**src/rtl/atomic_pkg.sv**
```systemverilog
// Shared types for the atomic controller: FSM state encoding, opcodes and cmd field offsets.
// CAS states exist only when ATOMIC_CAS_EN is defined.
package atomic_pkg;

   localparam logic [2:0] OP_SUB = 3'b001;
   localparam logic [2:0] OP_CAS = 3'b111;

   typedef enum logic [2:0] {
      IDLE       = 3'd0,
      DECODE     = 3'd1,
      EXECUTE    = 3'd2,
      WRITE_BACK = 3'd3
`ifdef ATOMIC_CAS_EN
      ,
      CAS_CMP    = 3'd4,
      CAS_SWAP   = 3'd5
`endif
   } state_t;

   // cmd is {op[2:0], ra, rb, rd}, MSB first, each register field aw bits wide
   function automatic int cmd_width(input int aw);
      return 3 + 3 * aw;
   endfunction

   function automatic int op_lsb(input int aw);
      return 3 * aw;
   endfunction

   function automatic int ra_lsb(input int aw);
      return 2 * aw;
   endfunction

   function automatic int rb_lsb(input int aw);
      return aw;
   endfunction

   function automatic int rd_lsb(input int aw);
      return 0;
   endfunction

endpackage

```
**src/rtl/atomic_if.sv**
```systemverilog
// Command, host register access and external-ALU signals of the atomic controller.
// master = host/ALU side, slave = controller side.
interface atomic_if #(
   parameter int DW   = 32,
   parameter int NREG = 8
);
   localparam int AW = $clog2(NREG);
   localparam int CW = 3 + 3 * AW;

   logic          cmd_valid;
   logic          cmd_ready;
   logic [CW-1:0] cmd;
   logic          wr_en;
   logic [AW-1:0] wr_addr;
   logic [DW-1:0] wr_data;
   logic [AW-1:0] rd_addr;
   logic [DW-1:0] rd_data;
   logic [2:0]    alu_op;
   logic [DW-1:0] alu_a;
   logic [DW-1:0] alu_b;
   logic [DW-1:0] alu_y;
   logic          alu_z;
   logic          done;
   logic          cas_ok;

   modport master (
      output cmd_valid, cmd, wr_en, wr_addr, wr_data, rd_addr, alu_y, alu_z,
      input  cmd_ready, rd_data, alu_op, alu_a, alu_b, done, cas_ok
   );

   modport slave (
      input  cmd_valid, cmd, wr_en, wr_addr, wr_data, rd_addr, alu_y, alu_z,
      output cmd_ready, rd_data, alu_op, alu_a, alu_b, done, cas_ok
   );

endinterface

```
**src/rtl/atomic_regfile.sv**
```systemverilog
// NREG x DW register file, sync reset, NRD async read ports, two write ports (port 1 wins on same address).
// Both write ports land on the same edge so a swap is atomic.
module atomic_regfile #(
   parameter int DW   = 32,
   parameter int NREG = 8,
   parameter int NRD  = 4
) (
   input  logic                    clk,
   input  logic                    rst,
   input  logic [$clog2(NREG)-1:0] raddr  [NRD],
   output logic [DW-1:0]           rdata  [NRD],
   input  logic                    we0,
   input  logic [$clog2(NREG)-1:0] waddr0,
   input  logic [DW-1:0]           wdata0,
   input  logic                    we1,
   input  logic [$clog2(NREG)-1:0] waddr1,
   input  logic [DW-1:0]           wdata1
);

   logic [DW-1:0] regs [NREG];

   always_ff @(posedge clk) begin
      if (rst) begin
         for (int i = 0; i < NREG; i++) regs[i] <= '0;
      end else begin
         if (we0) regs[waddr0] <= wdata0;
         if (we1) regs[waddr1] <= wdata1;
      end
   end

   always_comb begin
      for (int r = 0; r < NRD; r++) rdata[r] = regs[raddr[r]];
   end

endmodule

```
**src/rtl/atomic_controller.sv**
```systemverilog
// Register-file command controller driving an external ALU; done 3 cycles after cmd transfer, cmd_ready only in IDLE.
// Optional compare-and-swap on op 3'b111 when ATOMIC_CAS_EN is defined.
module atomic_controller
   import atomic_pkg::*;
#(
   parameter int DW   = 32,
   parameter int NREG = 8
) (
   input  logic     clk,
   input  logic     rst,
   atomic_if.slave  bus
);

   localparam int AW = $clog2(NREG);
   localparam int CW = cmd_width(AW);
   localparam int OP_L = op_lsb(AW);
   localparam int RA_L = ra_lsb(AW);
   localparam int RB_L = rb_lsb(AW);
   localparam int RD_L = rd_lsb(AW);

   state_t        state, state_nx;
   logic [CW-1:0] cmd_q;
   logic [DW-1:0] y_q;
   logic          xfer;
   logic [2:0]    op_q;
   logic [AW-1:0] ra_q, rb_q, rd_q;

   // read ports: 0 = R[ra], 1 = R[rb], 2 = R[rd], 3 = host
   logic [AW-1:0] rf_raddr [4];
   logic [DW-1:0] rf_rdata [4];
   logic          we0, we1;
   logic [AW-1:0] waddr0, waddr1;
   logic [DW-1:0] wdata0, wdata1;

   assign op_q = cmd_q[OP_L +: 3];
   assign ra_q = cmd_q[RA_L +: AW];
   assign rb_q = cmd_q[RB_L +: AW];
   assign rd_q = cmd_q[RD_L +: AW];

   assign bus.cmd_ready = (state == IDLE);
   assign xfer          = bus.cmd_valid && bus.cmd_ready;

   assign rf_raddr[0] = ra_q;
   assign rf_raddr[1] = rb_q;
   assign rf_raddr[2] = rd_q;
   assign rf_raddr[3] = bus.rd_addr;
   assign bus.rd_data = rf_rdata[3];

   atomic_regfile #(.DW(DW), .NREG(NREG), .NRD(4)) u_regfile (
      .clk    (clk),
      .rst    (rst),
      .raddr  (rf_raddr),
      .rdata  (rf_rdata),
      .we0    (we0),
      .waddr0 (waddr0),
      .wdata0 (wdata0),
      .we1    (we1),
      .waddr1 (waddr1),
      .wdata1 (wdata1)
   );

   always_ff @(posedge clk) begin
      if (rst) begin
         state <= IDLE;
         cmd_q <= '0;
         y_q   <= '0;
      end else begin
         state <= state_nx;
         if (xfer) cmd_q <= bus.cmd;
         if (state == EXECUTE) y_q <= bus.alu_y;
      end
   end

`ifdef ATOMIC_CAS_EN
   logic z_q;

   always_ff @(posedge clk) begin
      if (rst) z_q <= 1'b0;
      else if (state == CAS_CMP) z_q <= bus.alu_z;
   end
`else
   logic unused_cas;
   assign unused_cas = bus.alu_z ^ (^rf_rdata[2]);
   assign bus.cas_ok = 1'b0;
`endif

   always_comb begin
      state_nx = state;
      case (state)
         IDLE:       if (xfer) state_nx = DECODE;
`ifdef ATOMIC_CAS_EN
         DECODE:     state_nx = (op_q == OP_CAS) ? CAS_CMP : EXECUTE;
         CAS_CMP:    state_nx = CAS_SWAP;
         CAS_SWAP:   state_nx = IDLE;
`else
         DECODE:     state_nx = EXECUTE;
`endif
         EXECUTE:    state_nx = WRITE_BACK;
         WRITE_BACK: state_nx = IDLE;
         default:    state_nx = IDLE;
      endcase
   end

   always_comb begin
      bus.alu_op = '0;
      bus.alu_a  = '0;
      bus.alu_b  = '0;
      bus.done   = 1'b0;
`ifdef ATOMIC_CAS_EN
      bus.cas_ok = 1'b0;
`endif
      we0    = 1'b0;
      waddr0 = rd_q;
      wdata0 = y_q;
      we1    = 1'b0;
      waddr1 = rd_q;
      wdata1 = rf_rdata[0];
      case (state)
         IDLE: begin
            // a command transferring this cycle takes priority over the host write
            if (bus.wr_en && !xfer) begin
               we0    = 1'b1;
               waddr0 = bus.wr_addr;
               wdata0 = bus.wr_data;
            end
         end
         EXECUTE: begin
            bus.alu_op = op_q;
            bus.alu_a  = rf_rdata[0];
            bus.alu_b  = rf_rdata[1];
         end
         WRITE_BACK: begin
            we0      = 1'b1;
            bus.done = 1'b1;
         end
`ifdef ATOMIC_CAS_EN
         CAS_CMP: begin
            bus.alu_op = OP_SUB;
            bus.alu_a  = rf_rdata[0];
            bus.alu_b  = rf_rdata[1];
         end
         CAS_SWAP: begin
            bus.done   = 1'b1;
            bus.cas_ok = z_q;
            // with ra==rd both ports write the same value back, leaving it unchanged
            if (z_q) begin
               we0    = 1'b1;
               waddr0 = ra_q;
               wdata0 = rf_rdata[2];
               we1    = 1'b1;
               waddr1 = rd_q;
               wdata1 = rf_rdata[0];
            end
         end
`endif
         default: ;
      endcase
   end

endmodule

```
**src/flat_wrapper.sv**
```systemverilog
// flat-port wrapper written by rule: the top's interface ports become plain ports
module atomic_controller_flat import atomic_pkg::*;
#(
   parameter int DW   = 32,
   parameter int NREG = 8
)
  (clk, rst, bus_cmd_valid, bus_cmd, bus_wr_en, bus_wr_addr, bus_wr_data, bus_rd_addr, bus_alu_y, bus_alu_z, bus_cmd_ready, bus_rd_data, bus_alu_op, bus_alu_a, bus_alu_b, bus_done, bus_cas_ok);
  atomic_if #(.DW(DW), .NREG(NREG)) bus_i ();
  input  logic clk;
  input  logic rst;
  input wire logic [$bits(bus_i.cmd_valid)-1:0] bus_cmd_valid;
  input wire logic [$bits(bus_i.cmd)-1:0] bus_cmd;
  input wire logic [$bits(bus_i.wr_en)-1:0] bus_wr_en;
  input wire logic [$bits(bus_i.wr_addr)-1:0] bus_wr_addr;
  input wire logic [$bits(bus_i.wr_data)-1:0] bus_wr_data;
  input wire logic [$bits(bus_i.rd_addr)-1:0] bus_rd_addr;
  input wire logic [$bits(bus_i.alu_y)-1:0] bus_alu_y;
  input wire logic [$bits(bus_i.alu_z)-1:0] bus_alu_z;
  output wire logic [$bits(bus_i.cmd_ready)-1:0] bus_cmd_ready;
  output wire logic [$bits(bus_i.rd_data)-1:0] bus_rd_data;
  output wire logic [$bits(bus_i.alu_op)-1:0] bus_alu_op;
  output wire logic [$bits(bus_i.alu_a)-1:0] bus_alu_a;
  output wire logic [$bits(bus_i.alu_b)-1:0] bus_alu_b;
  output wire logic [$bits(bus_i.done)-1:0] bus_done;
  output wire logic [$bits(bus_i.cas_ok)-1:0] bus_cas_ok;
  assign bus_i.cmd_valid = bus_cmd_valid;
  assign bus_i.cmd = bus_cmd;
  assign bus_i.wr_en = bus_wr_en;
  assign bus_i.wr_addr = bus_wr_addr;
  assign bus_i.wr_data = bus_wr_data;
  assign bus_i.rd_addr = bus_rd_addr;
  assign bus_i.alu_y = bus_alu_y;
  assign bus_i.alu_z = bus_alu_z;
  assign bus_cmd_ready = bus_i.cmd_ready;
  assign bus_rd_data = bus_i.rd_data;
  assign bus_alu_op = bus_i.alu_op;
  assign bus_alu_a = bus_i.alu_a;
  assign bus_alu_b = bus_i.alu_b;
  assign bus_done = bus_i.done;
  assign bus_cas_ok = bus_i.cas_ok;
  atomic_controller #(.DW(DW), .NREG(NREG)) u_core (.clk(clk), .rst(rst), .bus(bus_i));
endmodule
```
**config.mk**
```make
export PLATFORM = sky130hd
export DESIGN_NAME = atomic_controller_flat
export DESIGN_NICKNAME = d
export VERILOG_FILES = /design/src/rtl/atomic_pkg.sv /design/src/rtl/atomic_if.sv /design/src/rtl/atomic_regfile.sv /design/src/rtl/atomic_controller.sv /design/src/flat_wrapper.sv
export SDC_FILE = /design/constraint.sdc
export NUM_CORES = 1
export LEC_CHECK = 0
export CORE_ASPECT_RATIO = 2
export CORE_MARGIN = 10
export CORE_UTILIZATION = 60
export CTS_CLUSTER_DIAMETER = 30
export CTS_CLUSTER_SIZE = 40
export DETAILED_ROUTE_END_ITERATION = 6
export PLACE_DENSITY = 0.84
export SYNTH_ARGS = -nofsm -noshare
export SYNTH_HDL_FRONTEND = slang
export SYNTH_SLANG_ARGS = --single-unit
```
**constraint.sdc**
```tcl
create_clock -name clk -period 7.4 [get_ports clk]
set_clock_uncertainty 0.1 [all_clocks]
set_input_delay 0.74 -clock clk [delete_from_list [all_inputs] [get_ports clk]]
set_output_delay 0.74 -clock clk [all_outputs]
set_load 0.1 [all_outputs]
```
==> flow_summary.toml, run 1 <==
[run_status]
run_status = "finished, violations left"
failed_checks = "DRC"

[drt]
drc = 1
met1Wirelength_mm = 18.21
vias_per_cell = 7.586
wl_met2_mm = 30.11
initialDrtViolationCount = 2546
drt_wl_total_mm = 61.53
highest_layer = "met4"
vias = 14310
ant_nets = 0
firstDrtPassIters = 7
wl_met3_mm = 8.197
wire_per_inst_um = 32.62

[place]
place.gp.congestion = 0.8964
place_ws_ns = 2.665
hpwl_mm = 35.49
port_buffers = 186

[timing]
slew_headroom = 0.1898
slew_violations = 0
post-route-period-util = 0.7370
fin_ws_ns = 1.946
hold_viol_final = 0
tightest_slew_ns = 1.215
fin_setup_tns_ns = 0
finalSetupViolCount = 0
fin_crit_ns = 5.454
timing.fmax_ghz = 0.1833
rsz0062_at_grt = "no"

[global_route]
grt_pass1_vias = 15020
grt_overflow = 0
antenna_found_initial = 1
grt_first_pass_wirelength_mm = 90.48
track_usage = 0.3167
grt_max_degree = 65

[cts]
cts_buffers = 35
cts_tree = "done"
cts_buffer_depth = 3
post_cts_resized = 0
ctsRootBufferMaster = "clkbuf_16"
cts_sinks = 308
clk_latency_ns = 0.54
htree_levels = 2
cts.clk_slew.worst_paths_ns = 0.07
hold_buffers = 0
cts_setup_buffers = 0

[cells_and_area]
fillers = 1918
area_delta_synth_final_pct = 17.92
fin_nets = 1586
diodes = 0
drive_above_1_share = 0.2707

[die]
initial_core_util = 0.6079
die_h_um = 264.5
die_w_um = 142.3
core-area_sq_um = 29510
pin_count = 189
rows = 89
die-area_sq_um = 37640

[run]
maxCapViolations = 0

[worst_setup_path]
r2r_cells = 8
crit_slowest_cell = "clkdlybuf4s50_1"
crit_path_start_kind = "register"
slowest_delay_ns = 1.28
r2r_end = "u_core.u_regfile.regs[7][27]$_SDFFCE_PN0P_"
critPathKind = "reg -> out"
required_ns = 6.56
end_kind = "primary output"
crit_family = "buffers and inverters"
reg2reg_from = "u_core.state[0]$_SDFFE_PP0P_"
path_max_fanout = 34
cp.arrival_ns = 4.61
crit_chain = "buf_4, nand2b_2, o21ai_0, a221oi_1, clkdlybuf4s50_1"
worst-r2r-setup-slack_ns = 3.40
critPathBufInv = 2

[logic_synthesis]
async_flop_share = 0
synthesis.area_sq_um = 17940
synth.avg_cell_area_sq_um = 13.04
ys_types = 34
yosysSeqAreaShare = 0.4865
synth-main-ff-cell = "edfxtp_1"
synth_cells = 1376
synth_edf_count = 256
ys_seq_elements = 308
synth_warnings = 0
synth.net_count = 1466

[min_path]
min_from = "u_core.cmd_q[8]$_SDFFE_PP0P_"
min_path_cells = 2
hp-class = "reg -> reg"

[power]
total_leakage_power_nw = 6.778
p_total_mw = 6.384
ir_drop_uv = 269.3
powerDensity_nw_per_um2 = 301.8
-- cell usage after synthesis (6+ instances only) --
library cell    n  area [sq um]
mux2_2         96          1081
nand4_1         6         37.54
edfxtp_1      256          7687
a21oi_1       210          1051
buf_2          39         195.2
o21ai_0        64         320.3
mux4_2        128          2883
clkbuf_1       88         330.3
nand2_1        25         93.84
nor2_1         39         146.4
nand3b_1        9         67.56
mux2i_1       119          1191
a221oi_1       64         560.5
buf_1           7         26.28
a21oi_2        58         508.0
inv_1          66         247.7
buf_6           6         67.56
dfxtp_1        52          1041
mux2i_2        10         137.6
-- worst reg2reg max path: stages (launching register included) --
cell and delay [ns]:
dfxtp_1 0.33, inv_1 0.12, ha_1 0.32, and3b_2 0.23
buf_4 0.62, nand4_1 0.20, buf_4 0.35, nand3b_1 0.89
buf_4 0.49
-- power by group --
group          switching (mW)  leakage (nW)  internal [mW]
Sequential              0.171          3.07           2.01
Clock                   0.764         0.591           1.06
Combinational            1.66          3.12          0.714
-- routing by layer --
| layer | vias up | track usage |
|---|---|---|
| met2 | 1449 | 0.5156 |
| met1 | 6792 | 0.3497 |
| met4 | 0 | 0.2377 |
| met3 | 400 | 0.07556 |
| li1 | 5666 | - |
| met5 | - | 0 |
-- cells in the final DEF, fill, tap and decap left out, types with 3 or more instances in the layout --
cell type        Yosys  final
mux2i_1            119    119
mux2_2              96     96
o21ai_0             64     64
buf_4                5     43
nand4_1              6      6
a21oi_1            210    210
mux4_2             128    128
a21oi_2             58     58
clkbuf_16            0     37
clkdlybuf4s50_1      0    182
dfxtp_1             52     48
bufinv_16            0      3
inv_6                0      5
nor2_1              39     37
nand4b_1             4      4
nand3b_1             9      9
buf_2               39      3
mux2i_2             10     10
clkbuf_1            88      3
clkinv_2             0      3
and2_1               4      4
nand2_1             25     25
a221oi_1            64     64
inv_1               66     66
edfxtp_1           256    256
clkinv_8             0      3
-- sequential cells by signal, summed over array words and instances (netlist names), named ones only --
signal / flops
u_core.y_q: 32
u_core.cmd_q: 12
u_core.state: 2
u_core.u_regfile.regs: 256
-- cell type report --
class | instances | area (sq um) | share of cell area
Tap cell | 364 | 455.4 | 0.02153
Inverter | 66 | 247.7 | 0.01171
Clock inverter | 21 | 254.0 | 0.01201
Clock buffer | 42 | 958.4 | 0.04531
Sequential cell | 308 | 8738 | 0.4131
Timing Repair Buffer | 228 | 2160 | 0.1021
Multi-Input combinational cell | 857 | 8341 | 0.3943
-- worst max path at each step --
stage,startpoint,end,depth (start not counted)
finish,register,bus_alu_b[3],5
global route,register,bus_alu_a[2],5
CTS,register,bus_alu_b[19],5
detailed placement,bus_rd_addr[0],bus_rd_data[23],5
global placement,bus_rd_addr[0],bus_rd_data[23],5
floorplan,u_core.state[0]$_SDFFE_PP0P_,bus_alu_b[26],6
-- through the flow --
stage	hold slack (ns)	cell area (sq um)	cells	utilization
after global placement	0.3323	19940	1823	0.6758
after global routing	0.3670	21150	1886	0.7169
after floorplan	0.3317	17940	1376	-
after CTS	0.3503	21150	1886	0.7169
final	0.3483	21150	1886	0.7169
after detailed placement	0.3402	19940	1823	0.6758
-- cells by family (layout without fill, tap and decap cells) --
| logic type | count (synthesis) | in the layout | synth area share |
|---|---|---|---|
| simple gates | 103 | 103 | 0.02929 |
| buf+inv | 211 | 357 | 0.05043 |
| flops | 308 | 308 | 0.4865 |
| other cells | 1 | 1 | 0.0002090 |
| compound gates | 397 | 397 | 0.1364 |
| fa+ha+maj | 3 | 3 | 0.002093 |
| mux | 353 | 353 | 0.2950 |
Power figures use the tool's default switching activity.
==> run 2, diff against run 1 <==
--- a/config.mk
+++ b/config.mk
@@ -7,11 +7,11 @@
 export LEC_CHECK = 0
 export CORE_ASPECT_RATIO = 2
 export CORE_MARGIN = 10
-export CORE_UTILIZATION = 60
+export CORE_UTILIZATION = 52
 export CTS_CLUSTER_DIAMETER = 30
 export CTS_CLUSTER_SIZE = 40
 export DETAILED_ROUTE_END_ITERATION = 6
-export PLACE_DENSITY = 0.84
+export PLACE_DENSITY = 0.77
 export SYNTH_ARGS = -nofsm -noshare
 export SYNTH_HDL_FRONTEND = slang
 export SYNTH_SLANG_ARGS = --single-unit
==> constraint.sdc (replaced) <==
create_clock -name clk -period 5 [get_ports clk]
set_clock_uncertainty 0.1 [all_clocks]
set_input_delay 0.5 -clock clk [delete_from_list [all_inputs] [get_ports clk]]
set_output_delay 0.5 -clock clk [all_outputs]
set_load 0.1 [all_outputs]
==> run 2 against run 1 <==
Utilization down 9.3 points. Sequential share of layout area is 0.37 points lower. First-iteration DRC count shrank 35%. Non-clock buffer count is 5 higher. Cell count increased by 4.9%. Die area rose by 14%. Combinational power increased by 47%. Critical path depth shrank 1. Design area grew 0.99%. The flow now finishes without violations.
==> flow_summary.toml, run 2 (synthesized netlist as in run 1, its figures left out) <==
[run_status]
run_status = "complete, no violations"

[drt]
drc = 0
ant_nets = 0
firstDrtPassIters = 6
vias = 14070
vias_per_cell = 7.110
initialDrtViolationCount = 1646
drt_wl_total_mm = 63.10
wire_per_inst_um = 31.88

[timing]
slew_violations = 0
finalSetupViolCount = 0
tightest_slew_ns = 1.193
slew_headroom = 0.2049
post-route-period-util = 0.8260
fin_setup_tns_ns = 0
rsz0062_at_grt = "no"
hold_viol_final = 0
fin_hold_ws_ns = 0.3480
timing.fmax_ghz = 0.2421
fin_crit_ns = 4.130

[cells_and_area]
final_common_cell = "edfxtp_1"
fin_nets = 1597
finalInstanceArea_sq_um = 21360
reg.largest.list = "u_core.u_regfile.regs x256, u_core.y_q x32, u_core.cmd_q x12"
drive_above_1_share = 0.3218
final_cell_mix = "edfxtp_1 (256), a21oi_1 (210), mux4_2 (128)"
area_delta_synth_final_pct = 19.09
regMostFlops = "u_core.u_regfile.regs"
largest_reg_flops = 256
diodes = 0
fillers = 2637

[cts]
clk_latency_ns = 0.56
cts_buffers = 41
hold_buffers = 0
cts_sinks = 308
cts_buffer_depth = 3
htree_levels = 2
ctsRootBufferMaster = "clkbuf_16"
post_cts_resized = 0
cts_setup_buffers = 0
cts.clk_slew.worst_paths_ns = 0.05
cts_tree = "done"

[die]
initial_core_util = 0.5240
die-area_sq_um = 42780
core-area_sq_um = 34230
rows = 96
die_w_um = 151.3
die_h_um = 282.7
pin_count = 189

[power]
switchingPower_mw = 3.943
intPower_mw = 5.716
total_leakage_power_nw = 7.012
p_sw_frac = 0.4082
ir_drop_uv = 292.0
powerDensity_nw_per_um2 = 452.1
clock_power_share = 0.302
comb_power_share = 0.361
p_seq_frac = 0.337

[run]
maxCapViolations = 0

[place]
place.gp.congestion = 0.8392
port_buffers = 186
hpwl_mm = 37.97
placed_area_sq_um = 20000

[global_route]
track_usage = 0.2900
antenna_found_initial = 0
grt_first_pass_wirelength_mm = 92.01
grt_overflow = 0
grt_pass1_vias = 14630
grt_max_degree = 65

[worst_setup_path]
crit_path_start_kind = "register"
required_ns = 4.40
critPathKind = "reg -> out"
cp.arrival_ns = 3.53
end_kind = "primary output"
path_max_fanout = 34

[min_path]
hp-class = "reg -> reg"
[run 2: through the flow]
step | util | power, mW | cells | setup slack [ns]
2_1_floorplan | - | 5.774 | 1376 | 0.9046
3_3_place_gp | 0.5842 | 6.705 | 1905 | 1.188
3_5_place_dp | 0.5842 | 6.762 | 1905 | 1.145
4_1_cts | 0.6241 | 9.642 | 1979 | 0.9481
5_1_grt | 0.6241 | 9.938 | 1979 | 0.8510
6_report | 0.6241 | 9.659 | 1979 | 0.8699
[run 2: area by class of cell]
type	count	area, sq um	share of cell area
Sequential cell	308	8746	0.4094
Clock inverter	26	281.5	0.01318
Inverter	66	247.7	0.01160
Timing Repair Buffer	233	2077	0.09722
Clock buffer	48	1082	0.05066
Multi-Input combinational cell	857	8378	0.3922
Tap cell	441	551.8	0.02583
[run 2: per-layer routing]
metal  part of all wire  vias up  GRT usage
li1                   -     5694          -
met1               0.30     6843     0.3113
met2               0.50     1199     0.4876
met3               0.11      334    0.06888
met4              0.079        0     0.2057
met5                  0        -          0
[run 2: power groups by stage]
stage | sequential, mW | combinational (mW) | clock [mW]
2_1_floorplan | 3.11 | 2.66 | 0
3_3_place_gp | 3.28 | 3.42 | 0
3_5_place_dp | 3.30 | 3.46 | 0
4_1_cts | 3.25 | 3.47 | 2.92
5_1_grt | 3.28 | 3.63 | 3.03
6_report | 3.25 | 3.49 | 2.91
[run 2: critical path: stages (launching register included)]
cell and delay, ns:
dfxtp_4 0.59, nand2b_2 0.98, o21ai_0 0.23, a221oi_1 0.73, buf_4 0.43
[run 2: final timing paths]
check                          startpoint                                         to  slack, ns  cells past startpoint
max reg2reg  u_core.state[0]$_SDFFE_PP0P_  u_core.u_regfile.regs[2][3]$_SDFFCE_PN0P_       1.46                      6
max                              register                               bus_alu_a[4]       0.87                      4
min          u_core.cmd_q[7]$_SDFFE_PP0P_                                   register       0.35                      2
min reg2reg  u_core.cmd_q[7]$_SDFFE_PP0P_                                   register       0.35                      2
